===== config.mk =====
export PLATFORM = sky130hd
export DESIGN_NAME = fetch_unit
export DESIGN_NICKNAME = d
export VERILOG_FILES = /design/src/rtl/fetch_pkg.sv /design/src/rtl/fetch_fifo.sv /design/src/rtl/fetch_unit.sv
export SDC_FILE = /design/constraint.sdc
export NUM_CORES = 1
export LEC_CHECK = 0
export BUFFER_PORTS_ARGS = -buffer_cell sky130_fd_sc_hd__buf_2
export CAP_MARGIN = 10
export CORE_UTILIZATION = 30
export CTS_CLUSTER_SIZE = 20
export DETAILED_ROUTE_END_ITERATION = 12
export PLACE_DENSITY = 0.59
export SLEW_MARGIN = 10
export SYNTH_ARGS = -nofsm -noshare
export SYNTH_HDL_FRONTEND = slang
export SYNTH_HIERARCHICAL = 1
export SYNTH_SLANG_ARGS = --single-unit

===== constraint.sdc =====
create_clock -name clk -period 12.19 [get_ports clk]
set_input_delay 0.6095 -clock clk [delete_from_list [all_inputs] [get_ports clk]]
set_output_delay 0.6095 -clock clk [all_outputs]
set_load 0.1 [all_outputs]

===== src/rtl/fetch_pkg.sv =====
// Shared types and constants for the instruction-fetch stage.
package fetch_pkg;

  localparam int          INSTR_W      = 32;
  localparam int          DEF_XLEN     = 64;
  localparam logic [63:0] DEF_RESET_PC = 64'h0000_0000_0000_0000;
  localparam logic [31:0] NOP_INSTR    = 32'h0000_0013;

  typedef struct packed {
    logic [DEF_XLEN-1:0] pc;
    logic [INSTR_W-1:0]  instr;
  } fetch_entry_t;

endpackage


===== src/rtl/fetch_fifo.sv =====
// Instruction buffer: DEPTH-entry FIFO of fetched {pc, instr} pairs with
// synchronous flush. Head contents are only meaningful while not empty.
module fetch_fifo
  import fetch_pkg::*;
#(
  parameter int  DEPTH   = 2,
  parameter type entry_t = fetch_entry_t
) (
  input  logic                   clk,
  input  logic                   reset,
  input  logic                   push,
  input  logic                   pop,
  input  logic                   flush,
  input  entry_t                 din,
  output logic [$clog2(DEPTH):0] count,
  output entry_t                 head,
  output logic                   empty
);

  localparam int PW = $clog2(DEPTH);

  entry_t          mem_r [DEPTH];
  logic [PW-1:0]   wptr_r;
  logic [PW-1:0]   rptr_r;
  logic [PW:0]     count_r;

  // Pointer and occupancy bookkeeping; flush wins over push/pop.
  always_ff @(posedge clk or negedge reset) begin
    if (!reset) begin
      wptr_r  <= {PW{1'b0}};
      rptr_r  <= {PW{1'b0}};
      count_r <= {(PW+1){1'b0}};
    end else if (flush) begin
      wptr_r  <= {PW{1'b0}};
      rptr_r  <= {PW{1'b0}};
      count_r <= {(PW+1){1'b0}};
    end else begin
      if (push) begin
        wptr_r <= wptr_r + PW'(1'b1);
      end
      if (pop) begin
        rptr_r <= rptr_r + PW'(1'b1);
      end
      case ({push, pop})
        2'b10:   count_r <= count_r + (PW+1)'(1'b1);
        2'b01:   count_r <= count_r - (PW+1)'(1'b1);
        default: count_r <= count_r;
      endcase
    end
  end

  // Storage carries no reset: stale data is never visible through head while empty.
  always_ff @(posedge clk) begin
    if (push && !flush) begin
      mem_r[wptr_r] <= din;
    end
  end

  assign count = count_r;
  assign empty = (count_r == {(PW+1){1'b0}});
  assign head  = mem_r[rptr_r];

endmodule


===== src/rtl/fetch_unit.sv =====
// Instruction fetch stage: PC, 1-cycle imem requests, buffered valid/ready
// output and redirect flush. Optional FETCH_MISALIGN_EN adds fetch_misaligned.
module fetch_unit
  import fetch_pkg::*;
#(
  parameter int              XLEN     = DEF_XLEN,
  parameter logic [XLEN-1:0] RESET_PC = XLEN'(DEF_RESET_PC),
  parameter int              DEPTH    = 2
) (
  input  logic               clk,
  input  logic               reset,
  output logic               imem_req,
  output logic [XLEN-1:0]    imem_addr,
  input  logic [INSTR_W-1:0] imem_rdata,
  input  logic               redirect,
  input  logic [XLEN-1:0]    redirect_pc,
  output logic               instr_valid,
  input  logic               instr_ready,
  output logic [INSTR_W-1:0] instruction,
  output logic [XLEN-1:0]    instr_pc
`ifdef FETCH_MISALIGN_EN
  ,
  output logic               fetch_misaligned
`endif
);

  localparam int              CW      = $clog2(DEPTH) + 1;
  localparam logic [XLEN-1:0] PC_STEP = XLEN'(3'd4);

  typedef struct packed {
    logic [XLEN-1:0]    pc;
    logic [INSTR_W-1:0] instr;
  } entry_t;

  logic [XLEN-1:0] pc_r;
  logic            inflight_r;
  logic [XLEN-1:0] inflight_pc_r;
  logic            epoch_r;
  logic            inflight_epoch_r;

  logic [CW-1:0]   count_s;
  logic [CW:0]     occ_s;
  entry_t          head_s;
  entry_t          din_s;
  logic            empty_s;
  logic            pop_s;
  logic            push_s;
  logic            space_ok_s;
  logic            req_s;
  logic [XLEN-1:0] target_s;

`ifdef FETCH_MISALIGN_EN
  assign target_s = {redirect_pc[XLEN-1:2], 2'b00};
`else
  assign target_s = redirect_pc;
`endif

  // Handshake, request decision and buffer-head presentation.
  always_comb begin
    pop_s      = ~empty_s & instr_ready;
    occ_s      = (CW+1)'(count_s) + (CW+1)'(inflight_r) - (CW+1)'(pop_s);
    space_ok_s = (occ_s < (CW+1)'(DEPTH));
    req_s      = reset & ~redirect & space_ok_s;
    // A response from an older epoch or one landing on a redirect is dropped.
    push_s     = inflight_r & (inflight_epoch_r == epoch_r) & ~redirect;
    din_s.pc    = inflight_pc_r;
    din_s.instr = imem_rdata;
    imem_req    = req_s;
    imem_addr   = pc_r;
    instr_valid = ~empty_s;
    if (empty_s) begin
      instruction = {INSTR_W{1'b0}};
      instr_pc    = {XLEN{1'b0}};
    end else begin
      instruction = head_s.instr;
      instr_pc    = head_s.pc;
    end
  end

  // PC, in-flight tracking and flush epoch.
  always_ff @(posedge clk or negedge reset) begin
    if (!reset) begin
      pc_r             <= RESET_PC;
      inflight_r       <= 1'b0;
      inflight_pc_r    <= {XLEN{1'b0}};
      epoch_r          <= 1'b0;
      inflight_epoch_r <= 1'b0;
    end else if (redirect) begin
      pc_r       <= target_s;
      inflight_r <= 1'b0;
      epoch_r    <= ~epoch_r;
    end else if (req_s) begin
      pc_r             <= pc_r + PC_STEP;
      inflight_r       <= 1'b1;
      inflight_pc_r    <= pc_r;
      inflight_epoch_r <= epoch_r;
    end else begin
      inflight_r <= 1'b0;
    end
  end

`ifdef FETCH_MISALIGN_EN
  logic misaligned_r;

  // Sticky flag for any redirect to a non-word-aligned target.
  always_ff @(posedge clk or negedge reset) begin
    if (!reset) begin
      misaligned_r <= 1'b0;
    end else if (redirect && (redirect_pc[1:0] != 2'b00)) begin
      misaligned_r <= 1'b1;
    end else begin
      misaligned_r <= misaligned_r;
    end
  end

  assign fetch_misaligned = misaligned_r;
`endif

  fetch_fifo #(
    .DEPTH   (DEPTH),
    .entry_t (entry_t)
  ) u_fifo (
    .clk   (clk),
    .reset (reset),
    .push  (push_s),
    .pop   (pop_s),
    .flush (redirect),
    .din   (din_s),
    .count (count_s),
    .head  (head_s),
    .empty (empty_s)
  );

endmodule


==> impl_metrics.json, run 1 <==
{
  "powerDensity_nw_per_um2": 279.5,
  "critical_path.top_delay_family": "buffers and inverters",
  "synth_area_um2": 14760,
  "ff2ff_setup_slack_ns": 6.94,
  "final_max_slew_viol_count": 0,
  "cp-start-kind": "flip-flop",
  "start_util_pct": 30.66,
  "ys_ff_latch": 327,
  "synth.avg_cell_area_um2": 12.13,
  "diodes": 0,
  "synth_edf_count": 192,
  "rsz0062_at_grt": "false",
  "irDropWorstVdd_v": 0.0002132,
  "critPathMaxStageDelay_ns": 0.63,
  "overflow": 0,
  "cts.path.max_buffers": 3,
  "fmax_mhz": 173.7,
  "grt_max_degree": 80,
  "finalNonFillerCells": 2149,
  "dpl.hpwl_um": 29430,
  "critPathBufInv": 3,
  "synth_ff_type": "edfxtp_1",
  "clock_sinks": 327,
  "place_inst": 2077,
  "grt_pass1_vias": 10370,
  "drc": 0,
  "n_fill_cell": 4710,
  "synth_cell_types": 60,
  "vias_per_cell": 4.949,
  "setup_viol": 0,
  "routed_wl_um": 43370,
  "ios": 262,
  "grt_pass1_wl_um": 64040,
  "max_cap_viol_count": 0,
  "synthArstFlopShare_pct": 41.28,
  "slowest_stage": "or3_4",
  "outcome": "completed",
  "design_area_um2": 17980,
  "fin_crit_ns": 5.759,
  "routed-via-count": 10636,
  "relSlewSlack_pct": 17.55,
  "place_area_um2": 16710,
  "drive_gt1_share_pct": 30.34,
  "die_w_um": 223.8,
  "fp.dieArea_um2": 50100,
  "crit_type": "reg2out",
  "syn_inst": 1217,
  "io_buffers": 261,
  "cts_max_level": 2,
  "finalSetupTns_ns": 0,
  "clkLatencyLatePin_ns": 0.55,
  "ys_warn_count": 6,
  "cp_cell_sequence": "nor2_4 > nor2b_1 > ha_1 > nand2b_1 > fa_1 > xor2_1 > or3_4 > clkinv_2 > buf_4 > buf_2",
  "p_leak_nw": 7.408,
  "required_ns": 11.58,
  "wl_met1_um": 18880,
  "grt_use_total_pct": 16.99,
  "fin_skew_ns": 0.01371,
  "wl_met2_um": 19910,
  "synth_fp_nets": 1320,
  "globalplace.congestion": 0.8396,
  "min_path_type": "in2reg",
  "highest_layer": "met4",
  "area.growth.synth_to_final_pct": 21.77,
  "clock-root-buffer": "clkbuf_16",
  "met3_length_um": 3192,
  "cts_tree": "done",
  "rows": 80,
  "drt-initial-drc-count": 766,
  "post-route-period-util_pct": 47.24,
  "die-height_um": 223.8,
  "finalHoldViolCount": 0,
  "endpoint_kind": "output pin",
  "cp_max_fo": 54,
  "dr.pass1.iters": 5,
  "nNetsFinal": 1566,
  "drtAntennaViolNets": 0,
  "core_area_um2": 48150,
  "worst_pin_slew_ns": 1.237,
  "antenna_found_initial": 0,
  "cts.reportedPaths.clkPinSlew_ns": 0.06,
  "ys_seq_area_share_pct": 61.94,
  "cts_made_buffers": 38,
  "cp.arrival_ns": 5.15,
  "final_core_util_pct": 37.34,
  "post_drt_wl_per_cell_um": 20.18
}
==> final timing paths <==
kind                                   start  cells past startpoint             endpoint
max                          u_fifo/count[1]                     10             imem_req
min                           imem_rdata[17]                      1  u_fifo/mem_r[0][17]
max reg2reg                  u_fifo/count[1]                     13        imem_addr[25]
min reg2reg                inflight_pc_r[40]                      0  u_fifo/mem_r[1][72]
max in group asynchronous              reset                      3    inflight_pc_r[31]
min in group asynchronous              reset                      2    inflight_pc_r[40]
==> final cells by class <==
cell class | instances | area [um^2] | share of cell area (%)
timing repair buffer | 278 | 1463 | 8.136
inverter | 16 | 61.31 | 0.3410
tap | 656 | 820.8 | 4.566
clock inverter | 15 | 131.4 | 0.7308
clock buffer | 55 | 1099 | 6.111
multi-input combinational | 802 | 5255 | 29.23
sequential | 327 | 9148 | 50.88
==> timing repair <==
action / in CTS / in global routing
hold endpoints to repair: 32 / 0
gates resized for setup: 0 / 0
hold buffers: 1 / 0
buffers inserted: 0 / 0
==> placed cells by master, fill, tap and decap left out, drive strengths merged, types with 11 or more instances in the layout <==
master / count
mux2: 98
nor4: 18
o211ai: 18
nand2: 230
nor2: 36
o311ai: 16
clkinv: 12
buf: 277
and2: 17
nand4: 41
o21ai: 31
mux2i: 12
edfxtp: 192
dfrtp: 135
clkbuf: 55
and3: 13
a31oi: 12
or3: 11
nand3: 46
a221o: 11
inv: 15
nor2b: 98
==> report_power, final <==
part	switching, W	internal [W]
registers	0.000222	0.00142
clock network	0.000451	0.000670
logic	0.00184	0.000430
total	0.00251	0.00252
==> flip-flops by register name, indices dropped and copies added, names as in the netlist <==
name              cells
epoch_r               1
imem_addr            64
inflight_epoch_r      1
inflight_pc_r        64
inflight_r            1
u_fifo/count          2
u_fifo/mem_r        192
u_fifo/rptr_r         1
u_fifo/wptr_r         1
==> cells by family after synthesis <==
family	count (synthesis)	synth area share, %
buf+inv	88	2.670
simple gates	549	19.13
fa+ha+maj	3	0.3051
flops	327	61.94
mux	110	9.052
xor+xnor	8	0.4746
compound gates	132	6.433
==> per-stage QoR <==
step | hold slack [ns] | setup slack (ns) | total power (W)
after floorplan | 0.3139 | 2.819 | 0.003463
after CTS | 0.2091 | 5.672 | 0.005076
after global placement | 0.4448 | 6.482 | 0.003906
final | 0.2535 | 6.431 | 0.005024
after global routing | 0.2235 | 6.083 | 0.005244
after detailed placement | 0.4544 | 6.244 | 0.003932
==> cells in the mapped netlist, types with 4 or more instances <==
library cell	count	area (um^2)
nor3b_1	5	37.54
and2_1	17	106.4
o21ai_0	30	150.1
a221o_1	11	110.1
dfrtp_1	135	3378
nand4_1	39	244.0
mux2_4	30	450.4
and3_1	13	81.33
and4_1	5	43.79
or3_1	11	68.82
mux2_2	68	765.7
o211ai_1	18	135.1
nand2_1	230	863.3
nand3_1	45	225.2
a21o_1	8	60.06
inv_1	15	56.30
buf_2	19	95.09
a22oi_1	9	67.56
a31oi_1	12	75.07
buf_6	5	56.30
nor2b_1	98	613.1
o311ai_0	14	122.6
or4_1	8	60.06
nor3_1	10	50.05
nor4_1	13	81.33
clkbuf_1	43	161.4
mux2i_1	12	120.1
a21oi_1	8	40.04
a31o_2	4	35.03
nor2_1	36	135.1
edfxtp_1	192	5766
xnor2_1	5	43.79
==> metal layers <==
layer	track usage, %	up-vias
met2	26.63	385
li1	-	4911
met1	22.51	5267
met5	0	-
met3	4.342	73
met4	6.518	0
No activity file was read; power rests on OpenSTA's default activity.
==> run 2, diff against run 1 <==
==> constraint.sdc (replaced) <==
create_clock -name clk -period 5.3 [get_ports clk]
set_input_delay 0.265 -clock clk [delete_from_list [all_inputs] [get_ports clk]]
set_output_delay 0.265 -clock clk [all_outputs]
set_load 0.1 [all_outputs]
==> run 2 against run 1 <==
  * Wire length up 2.8%
  * Die area unchanged
  * First-iteration DRC count down 4.0%
  * Core utilization up 1.9 points
  * Critical path depth unchanged
  * Via count up 4.6%
  * Setup slack worse by 5.8 ns
  * Non-clock buffer count up 87
  * Power up 130%
  * Clock power up 140%
  * Critical path type unchanged
  * Critical endpoint unchanged
  * Largest cell class unchanged
  * Largest power group unchanged
==> impl_metrics.json, run 2 (synthesized netlist as in run 1, its figures left out) <==
{
  "outcome": "completed",
  "min_path_type": "in2reg",
  "irDropWorstVdd_v": 0.0003344,
  "post-route-period-util_pct": 87.17,
  "grt_pass1_vias": 11208,
  "powerDensity_nw_per_um2": 621.9,
  "critPathMaxStageDelay_ns": 0.57,
  "ios": 262,
  "cts_setup_buffers": 0,
  "relSlewSlack_pct": 31.69,
  "cts_tree": "done",
  "max_cap_viol_count": 0,
  "area.growth.synth_to_final_pct": 27.93,
  "drive_gt1_share_pct": 28.99,
  "dp_worst_setup_slack_ns": 1.034,
  "dr.pass1.iters": 5,
  "fin_ws_ns": 0.6799,
  "grt_max_degree": 76,
  "endpoint_kind": "output pin",
  "cts.path.max_buffers": 3,
  "drt-initial-drc-count": 735,
  "final_core_util_pct": 39.23,
  "n_fill_cell": 4633,
  "overflow": 0,
  "finalSetupTns_ns": 0,
  "drtAntennaViolNets": 0,
  "antenna_found_initial": 0,
  "place_area_um2": 16750,
  "design_area_um2": 18890,
  "required_ns": 5.04,
  "drc": 0,
  "critPathBufInv": 3,
  "fin_crit_ns": 4.620,
  "clock_sinks": 327,
  "final-seq-area_um2": 9148,
  "cts_max_level": 2,
  "largest_register_ffs": 192,
  "crit_type": "reg2out",
  "die-height_um": 223.8,
  "clock-root-buffer": "clkbuf_16",
  "critical_path.top_delay_family": "buffers and inverters",
  "diodes": 0,
  "die_w_um": 223.8,
  "cp.arrival_ns": 4.36,
  "top_register": "u_fifo/mem_r",
  "finalHoldViolCount": 0,
  "cp_max_fo": 37,
  "final_common_cell": "buf_2",
  "fin_skew_ns": 0.01563,
  "routed-via-count": 11120,
  "vias_per_cell": 4.973,
  "start_util_pct": 30.66,
  "cp-start-kind": "flip-flop",
  "grt_pass1_wl_um": 67060,
  "grt_use_total_pct": 17.59,
  "cts_made_buffers": 39,
  "setup_viol": 0,
  "cp_cell_sequence": "nor2_4 > nor2b_1 > ha_1 > nand2b_1 > fa_1 > xor2_1 > or3_4 > clkinv_2 > buf_4 > buf_2",
  "fmax_mhz": 216.4,
  "fp.dieArea_um2": 50100,
  "p_leak_nw": 7.788,
  "multiInputGateArea_um2": 5261,
  "io_buffers": 261,
  "post_drt_wl_per_cell_um": 19.93,
  "rows": 80,
  "worst_pin_slew_ns": 1.025,
  "finalNonFillerCells": 2236,
  "final_cell_mix": "buf_2, nand2_1, edfxtp_1",
  "place_inst": 2082,
  "nNetsFinal": 1654,
  "routed_wl_um": 44560,
  "final_max_slew_viol_count": 0,
  "dpl.hpwl_um": 29730,
  "clkLatencyLatePin_ns": 0.55,
  "rsz0062_at_grt": "false",
  "core_area_um2": 48150,
  "cts.reportedPaths.clkPinSlew_ns": 0.07,
  "globalplace.congestion": 0.8516,
  "slowest_stage": "or3_4"
}
-- run 2: cell count changes in the layout (fill, tap and decap cells not counted), moves of 2 or more --
cell and change:
buf_4 +5, clkinv_1 +7, clkbuf_16 -2, clkinv_2 -3
bufinv_16 +4, clkbuf_1 -8, dlygate4sd3_1 +83
-- run 2: final cells by class --
type / instances / area share [%]
inverter: 16 / 0.3246
clock buffer: 44 / 5.320
multi-input combinational: 802 / 27.86
sequential: 327 / 48.43
clock inverter: 26 / 1.524
tap: 656 / 4.346
timing repair buffer: 365 / 12.20
-- run 2: worst reg2reg max path: stages (launching register included) --
cell,delay [ns]
dfrtp_1,0.48
nor2_4,0.05
nor2b_1,0.32
ha_1,0.31
nand2b_1,0.17
fa_1,0.38
xor2_1,0.19
or3_4,0.57
clkinv_2,0.40
buf_4,0.45
nand3_1,0.20
or3_1,0.36
o311ai_1,0.26
-- run 2: report_power, final --
group	internal [W]	leakage, nW	switching [W]
logic	0.00101	3.75	0.00423
clock network	0.00166	0.624	0.00107
registers	0.00325	3.41	0.000524
-- run 2: through the flow --
step | total power [W] | hold WS (ns)
6_report | 0.01175 | 0.04009
5_1_grt | 0.01224 | 0.04511
2_1_floorplan | 0.007958 | -0.03059
3_3_place_gp | 0.008990 | 0.2402
3_5_place_dp | 0.009059 | 0.2403
4_1_cts | 0.01187 | 0.0001387
-- run 2: routing by layer --
metal  up-vias  share of wire, %  global-route usage (%)
met5         -                 0                       0
met4         0               3.8                   7.623
met3       100               7.2                   3.974
met2       442                45                   27.35
met1      5466                44                   23.48
li1       5112                 -                       -
-- run 2: worst paths after layout --
kind | start | endpoint | slack [ns] | cells past startpoint
worst max-delay path | u_fifo/count[1] | imem_req | 0.68 | 10
worst min-delay path | redirect_pc[34] | imem_addr[34] | 0.04 | 3
worst max register to register | u_fifo/count[1] | imem_addr[50] | 1.05 | 12
worst min register to register | inflight_pc_r[34] | u_fifo/mem_r[1][66] | 0.47 | 0
max in group asynchronous | reset | inflight_pc_r[10] | 3.98 | 3
min in group asynchronous | reset | imem_addr[36] | 0.23 | 2
-- run 2: repair_timing --
action                                 CTS  global route
resized for setup                        0             0
endpoints found under the hold margin  157             0
hold buffers                            84             0
